## config.mk

```make
export PLATFORM = sky130hd
export DESIGN_NAME = ws_array_ctrl
export DESIGN_NICKNAME = d
export VERILOG_FILES = /design/src/rtl/ws_pkg.sv /design/src/rtl/ws_valid_skew.sv /design/src/rtl/ws_array_ctrl.sv
export SDC_FILE = /design/constraint.sdc
export NUM_CORES = 1
export LEC_CHECK = 0
export CORE_MARGIN = 5
export CORE_UTILIZATION = 40
export CTS_CLUSTER_DIAMETER = 60
export DETAILED_ROUTE_END_ITERATION = 10
export PLACE_DENSITY = 0.78
export SLEW_MARGIN = 20
export SYNTH_ARGS = -nofsm -noshare
export SYNTH_HDL_FRONTEND = slang
export SYNTH_SLANG_ARGS = --single-unit
export TNS_END_PERCENT = 1
```

## constraint.sdc

```tcl
create_clock -name clk -period 2 [get_ports clk]
set_input_delay 0.4 -clock clk [delete_from_list [all_inputs] [get_ports clk]]
set_output_delay 0.4 -clock clk [all_outputs]
set_load 0.03 [all_outputs]
```

## src/rtl/ws_pkg.sv

```systemverilog
// Shared types and constants for the weight-stationary array sequencer.
package ws_pkg;

    typedef enum logic [2:0] {
        S_IDLE,
        S_CLEAR,
        S_LOAD_W,
        S_STREAM,
        S_DRAIN,
        S_DONE
    } ws_state_t;

    localparam int DATA_W = 8;
    localparam int ACC_W  = 32;

    // Activation read (1 cycle) plus one hop per PE row before column 0 emits.
    function automatic int out_lat(input int rows);
        return rows + 1;
    endfunction

endpackage

```

## src/rtl/ws_valid_skew.sv

```systemverilog
// Per-column output-valid skew: tap c is the input delayed by c+1 cycles,
// matching the one-cycle-per-column psum skew across the array.
module ws_valid_skew #(
    parameter int COLS = 4
) (
    input  logic            clk,
    input  logic            rst_n,
    input  logic            i_vld,
    output logic [COLS-1:0] o_valid
);

    logic [COLS-1:0] r_sr;

    // Shift the column-0 valid across the columns one tap per cycle.
    always_ff @(posedge clk or negedge rst_n) begin
        if (!rst_n) begin
            r_sr <= '0;
        end else begin
            r_sr[0] <= i_vld;
            for (int c = 1; c < COLS; c++) begin
                r_sr[c] <= r_sr[c-1];
            end
        end
    end

    assign o_valid = r_sr;

endmodule

```

## src/rtl/ws_array_ctrl.sv

```systemverilog
// Sequencer for a ROWSxCOLS weight-stationary PE array:
// clear -> weight load -> activation stream -> psum drain -> done.
// Optional build macro WS_CTRL_WEIGHT_REUSE_EN: a job started with keep_w=1
// skips the weight load (PE clear leaves the weight registers intact).
module ws_array_ctrl
    import ws_pkg::*;
#(
    parameter int ROWS  = 4,
    parameter int COLS  = 4,
    parameter int M_MAX = 255,
    parameter int M_W   = $clog2(M_MAX + 1)
) (
    input  logic                    clk,
    input  logic                    rst_n,
    input  logic                    i_start,
    input  logic [M_W-1:0]          i_cfg_m,
    input  logic                    i_keep_w,
    output logic                    o_busy,
    output logic                    o_done,
    output logic                    o_arr_clear,
    output logic                    o_weight_load,
    output logic                    o_w_rd_en,
    output logic [$clog2(ROWS)-1:0] o_w_rd_row,
    output logic                    o_a_rd_en,
    output logic [M_W-1:0]          o_a_rd_idx,
    output logic [COLS-1:0]         o_out_valid
);

    localparam int OUT_LAT   = out_lat(ROWS);
    localparam int DRAIN_CYC = OUT_LAT + COLS - 1;
    localparam int CNT_MAX0  = (ROWS > M_MAX) ? ROWS : M_MAX;
    localparam int CNT_MAX   = (CNT_MAX0 > DRAIN_CYC) ? CNT_MAX0 : DRAIN_CYC;
    localparam int CNT_W     = $clog2(CNT_MAX + 1);
    localparam int RW        = $clog2(ROWS);

    ws_state_t        r_state, w_state_nxt;
    logic [CNT_W-1:0] r_cnt, w_cnt_nxt;
    logic [M_W-1:0]   r_m;
    logic [ROWS-1:0]  r_vld_pipe;
    logic             w_skip_load;

`ifdef WS_CTRL_WEIGHT_REUSE_EN
    logic r_keep;

    // Remember whether this job reuses the weights already in the array.
    always_ff @(posedge clk or negedge rst_n) begin
        if (!rst_n)                            r_keep <= 1'b0;
        else if (r_state == S_IDLE && i_start) r_keep <= i_keep_w;
    end

    assign w_skip_load = r_keep;
`else
    logic w_unused_keep;
    assign w_unused_keep = i_keep_w;
    assign w_skip_load   = 1'b0;
`endif

    // State, phase counter and job length register.
    always_ff @(posedge clk or negedge rst_n) begin
        if (!rst_n) begin
            r_state <= S_IDLE;
            r_cnt   <= '0;
            r_m     <= '0;
        end else begin
            r_state <= w_state_nxt;
            r_cnt   <= w_cnt_nxt;
            if (r_state == S_IDLE && i_start) r_m <= i_cfg_m;
        end
    end

    // Next state, counter and all strobes decoded from the current phase.
    always_comb begin
        w_state_nxt   = r_state;
        w_cnt_nxt     = r_cnt;
        o_busy        = 1'b0;
        o_done        = 1'b0;
        o_arr_clear   = 1'b0;
        o_weight_load = 1'b0;
        o_w_rd_en     = 1'b0;
        o_w_rd_row    = '0;
        o_a_rd_en     = 1'b0;
        o_a_rd_idx    = '0;
        case (r_state)
            S_IDLE: begin
                w_cnt_nxt = '0;
                if (i_start) w_state_nxt = (i_cfg_m == '0) ? S_DONE : S_CLEAR;
            end
            S_CLEAR: begin
                o_busy      = 1'b1;
                o_arr_clear = 1'b1;
                w_cnt_nxt   = '0;
                w_state_nxt = w_skip_load ? S_STREAM : S_LOAD_W;
            end
            S_LOAD_W: begin
                // Reads lead the load strobe by one cycle (buffer latency);
                // the farthest row is read first so it shifts down first.
                o_busy = 1'b1;
                if (r_cnt < CNT_W'(ROWS)) begin
                    o_w_rd_en  = 1'b1;
                    o_w_rd_row = RW'(ROWS - 1) - r_cnt[RW-1:0];
                end
                if (r_cnt != '0) o_weight_load = 1'b1;
                if (r_cnt == CNT_W'(ROWS)) begin
                    w_cnt_nxt   = '0;
                    w_state_nxt = S_STREAM;
                end else begin
                    w_cnt_nxt = r_cnt + 1'b1;
                end
            end
            S_STREAM: begin
                o_busy     = 1'b1;
                o_a_rd_en  = 1'b1;
                o_a_rd_idx = r_cnt[M_W-1:0];
                if (r_cnt == CNT_W'(r_m) - CNT_W'(1)) begin
                    w_cnt_nxt   = '0;
                    w_state_nxt = S_DRAIN;
                end else begin
                    w_cnt_nxt = r_cnt + 1'b1;
                end
            end
            S_DRAIN: begin
                // Long enough for the last vector to leave the last column.
                o_busy = 1'b1;
                if (r_cnt == CNT_W'(DRAIN_CYC - 1)) begin
                    w_cnt_nxt   = '0;
                    w_state_nxt = S_DONE;
                end else begin
                    w_cnt_nxt = r_cnt + 1'b1;
                end
            end
            S_DONE: begin
                o_done      = 1'b1;
                w_state_nxt = S_IDLE;
            end
            default: w_state_nxt = S_IDLE;
        endcase
    end

    // Delay the activation read strobe down the psum depth to column 0.
    always_ff @(posedge clk or negedge rst_n) begin
        if (!rst_n) begin
            r_vld_pipe <= '0;
        end else begin
            r_vld_pipe[0] <= o_a_rd_en;
            for (int i = 1; i < ROWS; i++) begin
                r_vld_pipe[i] <= r_vld_pipe[i-1];
            end
        end
    end

    ws_valid_skew #(.COLS(COLS)) u_skew (
        .clk     (clk),
        .rst_n   (rst_n),
        .i_vld   (r_vld_pipe[ROWS-1]),
        .o_valid (o_out_valid)
    );

endmodule

```

# Word level (Yosys, flattened, before mapping)
# Cells that the tools add are included.
word_totals:
  reg_bits: 27
  input_bits: 12
  output_inout_bits: 20
  wordCells: 50
op_classes:
  add_sub_neg: 3
  n_lt_le_gt_ge: 1
  n_eq_ne: 12
  muxes: 21
  n_reduce_logical: 8
ops:
  columns: ["operator", "n"]
  rows:
  - ["8-bit 2-to-1 mux", 4]
  - ["8-bit case mux with 4 select lines", 1]
  - ["8-bit by 3-bit == test with 1-bit output, second input constant", 2]
  - ["3-bit 2-to-1 mux", 5]
  - ["3-bit case mux with 5 select lines", 1]
  - ["8-bit by 1-bit adder with 8-bit output, second input constant", 1]
  - ["8-bit == test", 1]
  - ["8-bit logical NOT", 1]
  - ["8-bit by 3-bit less-than comparator with 1-bit output, second input constant", 1]
  - ["1-bit 2-to-1 mux", 8]
  - ["2-bit != test, second input constant", 4]
  - ["8-bit nonzero test", 1]
  - ["8-bit by 1-bit subtractor with 8-bit output, second input constant", 1]
  - ["3-bit by 2-bit == test with 1-bit output, second input constant", 2]
  - ["3-bit == test, second input constant", 2]
  - ["2-bit 2-to-1 mux", 2]
  - ["4-bit AND reduction", 1]
  - ["4-bit nonzero test", 1]
  - ["4-bit OR reduction", 1]
  - ["3-bit by 1-bit == test with 1-bit output, second input constant", 1]
  - ["3-bit logical NOT", 1]
  - ["2-bit OR reduction", 1]
  - ["2-bit subtractor, first input constant", 1]
  - ["1-bit logical AND", 1]

# Depth between registers and ports, before layout
# Gate-level depths: netlist of run 1.
depth:
  ltp_word: 4
  depth_mapped: 8
  ltp_nobuf: 8

# Cells and area by module
# A second synthesis of run 1 with hierarchy kept.
unflattened:
  hier_cells: 185
  area_unflattened_um2: 1624.1
modules_own_cells:
  columns: ["mod", "instances", "cells_per_inst", "area_each_um2", "seq_area_each_um2"]
  rows:
  - ["ws_array_ctrl", 1, 181, 1524.0, 575.6]
  - ["ws_valid_skew", 1, 4, 100.1, 100.1]

# Worst setup path before layout of run 1
# OpenSTA, ideal clock, no wires.
synth_timing:
  path_type: "register to register"
  from: "reg r_m[2]"
  to: "reg r_state[0]"
  setup_ns: 0.122
  arrival_ns: 2.008
  t_required_ns: 1.878
  slack_ns: -0.130
  stages_incl_launch_ff: 7
  n_path_buf: 0
  synth_period_minus_slack_ns: 2.130
  path_cell_list: "dfrtp_1 -> or4_4 -> or3_1 -> a21oi_2 -> and4_1 -> a21oi_1 -> a32o_1"
synth_between:
  elab_chain_cells: 4
synth_lines:
  columns: ["element", "line", "source"]
  rows:
  - ["start, declared", "ws_array_ctrl.sv:38", "logic [M_W-1:0] r_m;"]
  - ["start signal, assigned", "ws_array_ctrl.sv:67", "if (r_state == S_IDLE && i_start) r_m <= i_cfg_m;"]
  - ["8-bit by 1-bit subtractor with 8-bit output", "ws_array_ctrl.sv:114", "if (r_cnt == CNT_W'(r_m) - CNT_W'(1)) begin"]
  - ["8-bit == test", "ws_array_ctrl.sv:114", null]
  - ["2-bit != test (no source line)", null, null]
  - ["4-bit AND reduction (no source line)", null, null]
  - ["end signal, assigned", "ws_array_ctrl.sv:65", "r_state <= w_state_nxt;"]
  - ["end, declared", "ws_array_ctrl.sv:36", "ws_state_t r_state, w_state_nxt;"]
# Every way passes these cells.
# A chain may end at the register's enable or synchronous reset.

# Worst setup path after layout of run 1
layout_timing:
  from: "reg r_m[4]"
  to: "reg r_cnt[2]"
layout_between:
  elab_chain_cells: 4
layout_lines:
  columns: ["element", "line", "source"]
  rows:
  - ["8-bit by 1-bit subtractor with 8-bit output", "ws_array_ctrl.sv:114", null]
  - ["8-bit == test", "ws_array_ctrl.sv:114", null]
  - ["8-bit 2-to-1 mux", "ws_array_ctrl.sv:114", null]
  - ["8-bit case mux with 4 select lines", "ws_array_ctrl.sv:83", "case (r_state)"]
  - ["end signal, assigned", "ws_array_ctrl.sv:66", "r_cnt <= w_cnt_nxt;"]
  - ["end, declared", "ws_array_ctrl.sv:37", "logic [CNT_W-1:0] r_cnt, w_cnt_nxt;"]
# Every way passes these cells.

==> summary.txt, run 1 <==
==============================================================================
Status                                                            finished with violations
Failing checks                                                    setup timing
First-iteration detailed-routing DRC count                                 106
Cells along the critical path                                     or4_4 > or3_4 > a21oi_4 > and4_4 > buf_4 > nand2b_1 > a31oi_1
Met1 track utilization from global routing                               21.5%
Fraction of the mapped netlist area in adder cells                       2.46%
H-Tree Depth                                                                 1
Total leakage power                                                   0.960 nW
Highest ir drop seen on vdd                                             512 uV
Final worst path period share                                             108%
DIE HEIGHT                                                             71.8 um
PD cells                                                          1610 nW/um^2
Worst hold slack after final layout                                   0.363 ns
Largest fanout on the critical path                                          2
Maximum single-stage delay on the critical path                        0.53 ns
Total DRC errors in the routed layout                                        0
Setup repair after global routing missed its margin                        yes
Top cell type's share of synthesized area                                44.3%
Clock sinks                                                                 27
Clk network pwr share                                                     9.8%
Met3 routing resource usage after global routing                         1.82%
Top_reg_cell synth                                                sky130_fd_sc_hd__dfrtp_1
Die area                                                            5150 sq um
Number of warnings printed during yosys synthesis                            0
Core occupancy in the finished layout                                    56.9%
Sequential Power Share                                                   28.1%
Pre-CTS setup slack                                                  -0.222 ns
Half-perimeter wire length after detailed placement                    2890 um
Clock tree buffer depth                                                      2
Critical path required time                                            2.17 ns
Yosys reg bits                                                              27
Standard-cell row count                                                     22
Max Cap Viol                                                                 0
Synthesized-area fraction occupied by ao, oa, aoi and oai cells          14.8%
Post-synthesis cell type with the largest combined area           sky130_fd_sc_hd__dfrtp_1
Clock root buffer master                                          sky130_fd_sc_hd__clkbuf_8
Slew margin rel.                                                         70.3%
Global-route usage over all layers                                       16.4%
Final Hold Violating Endpoints                                               0
Simple-gate share of the synthesized area                                22.5%
Fraction of final layout cells sized beyond drive strength 1             28.9%
Worst skew pair latency                                                0.28 ns
Post-DRT Antenna Nets                                                        0
Antenna violations before repair                                             0
Post-synthesis average cell area                                    9.24 sq um
Die width                                                              71.8 um
Synthesized net count                                                      180
Final estimated routing congestion in global placement                   0.833
Detailed Routing Iterations Pass 1                                           4
Setup fix buffers added after clock tree synthesis                           0
Multiplexer share of the synthesized area                                4.43%
Cell family with most CP delay                                    simple AND/OR/NAND/NOR gates
Cts bufs inserted                                                            3
Number of global-route vias before repair                                1,409
Ranking of synthesized cells by area                              sky130_fd_sc_hd__dfrtp_1 44%, sky130_fd_sc_hd__mux2_2 4.4%, sky130_fd_sc_hd__nand2_1 4.2%, sky130_fd_sc_hd__nor2_1 4.2%, sky130_fd_sc_hd__o21ai_0 3.9%
Per-cell routed wire length                                            15.2 um
Met2 demand-to-capacity share in global routing                          26.6%
Port Buf Inserts                                                            30
Detail-routed via count per cell                                          5.42
Synth-to-layout area growth                                              37.5%
CP endpoint kind                                                     flip-flop
Worst Hold Class                                                    reg -> reg
Worst path bufs/invs                                                         1
Final critical path time including I/O delays and setup                2.15 ns
TritonCTS clock tree                                                      done
Top post-synthesis cells by count                                 27 x sky130_fd_sc_hd__dfrtp_1, 17 x sky130_fd_sc_hd__nand2_1, 17 x sky130_fd_sc_hd__nor2_1
Setup slack of the critical path after layout                        -0.150 ns
Int Pwr                                                                1.81 mW
Portion of the post-synthesis area used by sequential elements           44.3%
Slew at the pin closest to its max-slew limit                         0.442 ns
Initial cell density of the core                                         41.4%
Power share of the combinational group                                   62.1%
Main combinational cell family by area after synthesis            simple AND/OR/NAND/NOR gates
Max-slew violation count                                                     0
Number of enable flip-flop cells after synthesis                             0
Sw Share                                                                 46.4%
Total standard cell area after synthesis                            1530 sq um
Overflow left after global routing                                           0
Area post-placement                                                 1970 sq um
Cell area after layout                                              2100 sq um
Library cell with the highest instance count after synthesis      sky130_fd_sc_hd__dfrtp_1
First-pass GRT wire length                                             6670 um
Peak-usage layer in the global routing report                             met2
Number of library cell types mapped by synthesis                            41
Synth async-reset ratio                                                   100%
Clock-pin slew on the worst setup and hold paths                       0.10 ns
Total negative slack                                                  -1.41 ns
I/O pin count                                                               32
Final layout net count                                                     227
Fin Clk Skew                                                        0.00315 ns
Routed wire length                                                     3930 um
Number of buffers added to fix hold violations after cts                     0
Total number of vias                                                     1,403
Worst Path Arrival                                                     2.32 ns
Cell with the biggest individual delay on the critical path       sky130_fd_sc_hd__or4_4
Switching power summed over all nets                                   1.57 mW
Endpoints failing setup                                                     15
Area share of xor/xnor cells in the synthesized design                   7.22%
Core region area                                                    3690 sq um
Nature of the critical path startpoint                               flip-flop
Diode count                                                                  0
Type of the worst setup path                                        reg -> reg
Achievable frequency                                                   465 MHz
Number of cells produced by synthesis                                      165
Maximum number of pins on one net before global-route repair                28
==============================================================================
power groups by stage:
| stage | Combinational (mW) | Clock (mW) | Sequential (mW) |
|---|---|---|---|
| floorplan | 1.15 | 0 | 0.980 |
| global placement | 1.86 | 0 | 0.932 |
| detailed placement | 1.90 | 0 | 0.947 |
| CTS | 1.97 | 0.339 | 0.942 |
| global route | 2.28 | 0.361 | 0.981 |
| finish | 2.09 | 0.331 | 0.950 |
per-layer routing:
metal	vias to the layer above	wire, um	part of all wire (%)
met3	9	235	6.0
met4	0	98	2.5
met1	660	1670	43
met5	-	0	0
li1	674	-	-
met2	60	1930	49
cells in the final DEF (no fill, tap or decap), drive strengths merged, types with 2 or more instances in the layout:
cell and n:
nor4 3, ha 3, nor3 8, clkbuf 3
xnor2 6, a32o 2, nand3 3, nor2 18
nand2 17, xor2 4, and3 7, o211ai 4
clkdlybuf4s50 14, nand4 2, and2 4, mux2 6
buf 34, o21ai 13, inv 10, dlygate4sd2 2
a21oi 4, dfrtp 27
cell type report:
cell class                 instances  area, sq um
fill                             338         1590
multi-input combinational        121          858
sequential                        27          678
timing repair buffer              50          417
tap                               48         60.1
clock buffer                       3         41.3
inverter                           9         33.8
clock inverter                     1         8.76
state kept, by name (all words and copies together) (netlist names):
signal and flops:
r_vld_pipe 4, u_skew.o_valid 4, r_m 8, r_state 3
r_cnt 8
final timing paths:
kind	from	endpoint	slack, ns	cells past startpoint
min reg2reg	r_vld_pipe[2]$_DFF_PN0_	r_vld_pipe[3]$_DFF_PN0_	0.36	0
max reg2reg	r_m[4]$_DFFE_PN0P_	r_cnt[2]$_DFFE_PN0P_	-0.15	7
max in group asynchronous	rst_n	r_state[2]$_DFFE_PN0P_	1.26	2
min in group asynchronous	rst_n	r_vld_pipe[3]$_DFF_PN0_	0.47	2
min	r_vld_pipe[2]$_DFF_PN0_	r_vld_pipe[3]$_DFF_PN0_	0.36	0
max	r_m[4]$_DFFE_PN0P_	r_cnt[2]$_DFFE_PN0P_	-0.15	7
logic make-up (layout without fill, tap and decap cells):
logic type / Yosys count / in the layout
and+or+nand+nor: 68 / 68
AOI/OAI and AO/OA: 33 / 33
DFF: 27 / 27
buffers and inverters: 17 / 63
xor gates and xnor gates: 11 / 11
muxes: 6 / 6
adders and majority gates: 3 / 3
metrics by stage:
stage,cells,power (mW)
floorplan,165,2.13
global placement,255,2.79
detailed placement,255,2.85
CTS,259,3.25
global route,259,3.63
finish,259,3.38
timing repair:
item | CTS | global route
setup endpoints to repair | 21 | 24
pin swaps | 11 | 4
resized for setup | 12 | 13
(Power assumes the default switching activity.)
==> run 2: changes to the inputs <==
--- a/config.mk
+++ b/config.mk
@@ -14,4 +14,4 @@
 export SYNTH_ARGS = -nofsm -noshare
 export SYNTH_HDL_FRONTEND = slang
 export SYNTH_SLANG_ARGS = --single-unit
-export TNS_END_PERCENT = 1
+export TNS_END_PERCENT = 100
==> summary.txt, run 2 (synthesis gave the netlist of run 1 again) <==
===========================================================================
Type of the worst setup path                                     reg -> reg
Endpoints failing setup                                                  16
Final Hold Violating Endpoints                                            0
Final critical path time including I/O delays and setup             2.19 ns
Slew margin rel.                                                      70.6%
First-pass GRT wire length                                          6640 um
Setup slack of the critical path after layout                     -0.192 ns
I/O pin count                                                            32
H-Tree Depth                                                              1
Final layout net count                                                  227
Highest ir drop seen on vdd                                          495 uV
Standard-cell row count                                                  22
Routed wire length                                                  4060 um
Critical path required time                                         2.18 ns
Slew at the pin closest to its max-slew limit                      0.436 ns
Capture point of the critical path                             r_state[2]$_DFFE_PN0P_
Number of buffers added to fix hold violations after cts                  0
Status                                                         finished with violations
Fraction of final layout cells sized beyond drive strength 1          29.4%
Post-DRT Antenna Nets                                                     0
Fin Clk Skew                                                     0.00164 ns
Final estimated routing congestion in global placement                0.812
Die width                                                           71.8 um
Clock tree buffer depth                                                   2
Total leakage power                                                0.966 nW
Maximum number of pins on one net before global-route repair             28
First-iteration detailed-routing DRC count                               61
Per-cell routed wire length                                         15.7 um
Initial cell density of the core                                      41.4%
Clock sinks                                                              27
CP endpoint kind                                                  flip-flop
Achievable frequency                                                456 MHz
Total DRC errors in the routed layout                                     0
Worst Hold Class                                                 reg -> reg
Global-route usage over all layers                                    16.3%
Largest fanout on the critical path                                       7
Commonest non-fill, non-tap cells in the layout                32 x sky130_fd_sc_hd__buf_4, 27 x sky130_fd_sc_hd__dfrtp_1, 17 x sky130_fd_sc_hd__nand2_1
Total number of vias                                                  1,400
Clock root buffer master                                       sky130_fd_sc_hd__clkbuf_8
Register-to-Register Path Depth                                           7
Total negative slack                                               -1.82 ns
Crit path from                                                 r_m[3]$_DFFE_PN0P_
Antenna violations before repair                                          0
Overflow left after global routing                                        0
Synth-to-layout area growth                                           38.6%
Total power                                                         3.45 mW
Cts bufs inserted                                                         3
PD cells                                                       1630 nW/um^2
Leading cell type in the layout, fill and taps excluded        sky130_fd_sc_hd__buf_4
TritonCTS clock tree                                                   done
Max-slew violation count                                                  0
Max Cap Viol                                                              0
DIE HEIGHT                                                          71.8 um
Detail-routed via count per cell                                       5.41
Half-perimeter wire length after detailed placement                 2930 um
Detailed Routing Iterations Pass 1                                        4
Worst hold slack after final layout                                0.356 ns
Diode count                                                               0
Failing checks                                                 setup timing
Reg2reg end                                                    r_state[2]$_DFFE_PN0P_
Final worst path period share                                          110%
Worst skew pair latency                                             0.28 ns
Clock-pin slew on the worst setup and hold paths                    0.10 ns
Launch instance of the worst register-to-register path         r_m[3]$_DFFE_PN0P_
Number of global-route vias before repair                             1,393
Setup repair after global routing missed its margin                     yes
Largest registers in the final layout                          r_cnt: 8 flops, r_m: 8 flops
Worst Path Arrival                                                  2.37 ns
Die area                                                         5150 sq um
Nature of the critical path startpoint                            flip-flop
Core region area                                                 3690 sq um
Worst-case register-to-register setup slack                        -0.19 ns
Port Buf Inserts                                                         30
===========================================================================
[run 2: cell type report]
type                       instances  area (sq um)
clock buffer                       3          41.3
clock inverter                     1          8.76
fill                             341          1570
inverter                           9          33.8
multi-input combinational        121           875
sequential                        27           676
tap                               48          60.1
timing repair buffer              50           420
[run 2: worst min-delay path by stage]
stage	start	end	slack [ns]	depth (start not counted)
final	r_vld_pipe[3]$_DFF_PN0_	u_skew.o_valid[0]$_DFF_PN0_	0.36	0
after global routing	r_vld_pipe[3]$_DFF_PN0_	u_skew.o_valid[0]$_DFF_PN0_	0.36	0
after CTS	r_vld_pipe[3]$_DFF_PN0_	u_skew.o_valid[0]$_DFF_PN0_	0.36	0
after detailed placement	r_vld_pipe[3]$_DFF_PN0_	u_skew.o_valid[0]$_DFF_PN0_	0.33	0
after global placement	r_vld_pipe[3]$_DFF_PN0_	u_skew.o_valid[0]$_DFF_PN0_	0.33	0
after floorplan	rst_n	r_cnt[0]$_DFFE_PN0P_	0.10	0
[run 2: metal layers]
metal  share of wire, %  wire length [um]  vias to the layer above  GRT usage, %
met5                  0                 0                        -             0
met3                6.2               250                       14          2.24
li1                   -                 -                      672             -
met4                3.8               153                        0          8.77
met2                 48              1960                       49          25.8
met1                 42              1700                      665          21.5
[run 2: repair_timing]
item,CTS,global route
pin swaps,9,3
buffers inserted,0,0
gates resized for setup,15,12
endpoints found under the setup margin,17,18
[run 2: power breakdown]
| part | internal [mW] | leakage (nW) | switching, mW |
|---|---|---|---|
| registers | 0.756 | 0.346 | 0.180 |
| logic | 0.929 | 0.593 | 1.25 |
| clock network | 0.146 | 0.0261 | 0.184 |
| total | 1.83 | 0.966 | 1.62 |
[run 2: stage by stage]
step	instance area [sq um]	worst slack [ns]	utilization (%)	std cells
global route	2110	-0.250	57.3	259
global placement	1970	-0.157	53.4	255
CTS	2060	-0.171	55.9	259
floorplan	1530	-0.0899	-	165
finish	2110	-0.192	57.3	259
detailed placement	1970	-0.239	53.4	255
[run 2: worst max-delay path, cell delays in order, from the launching register on]
cell and delay, ns:
sky130_fd_sc_hd__dfrtp_1 0.39, sky130_fd_sc_hd__or4_4 0.56, sky130_fd_sc_hd__buf_6 0.14, sky130_fd_sc_hd__nor4_4 0.18, sky130_fd_sc_hd__xnor2_2 0.15, sky130_fd_sc_hd__a41oi_4 0.42, sky130_fd_sc_hd__nor2_4 0.08, sky130_fd_sc_hd__a21o_1 0.17
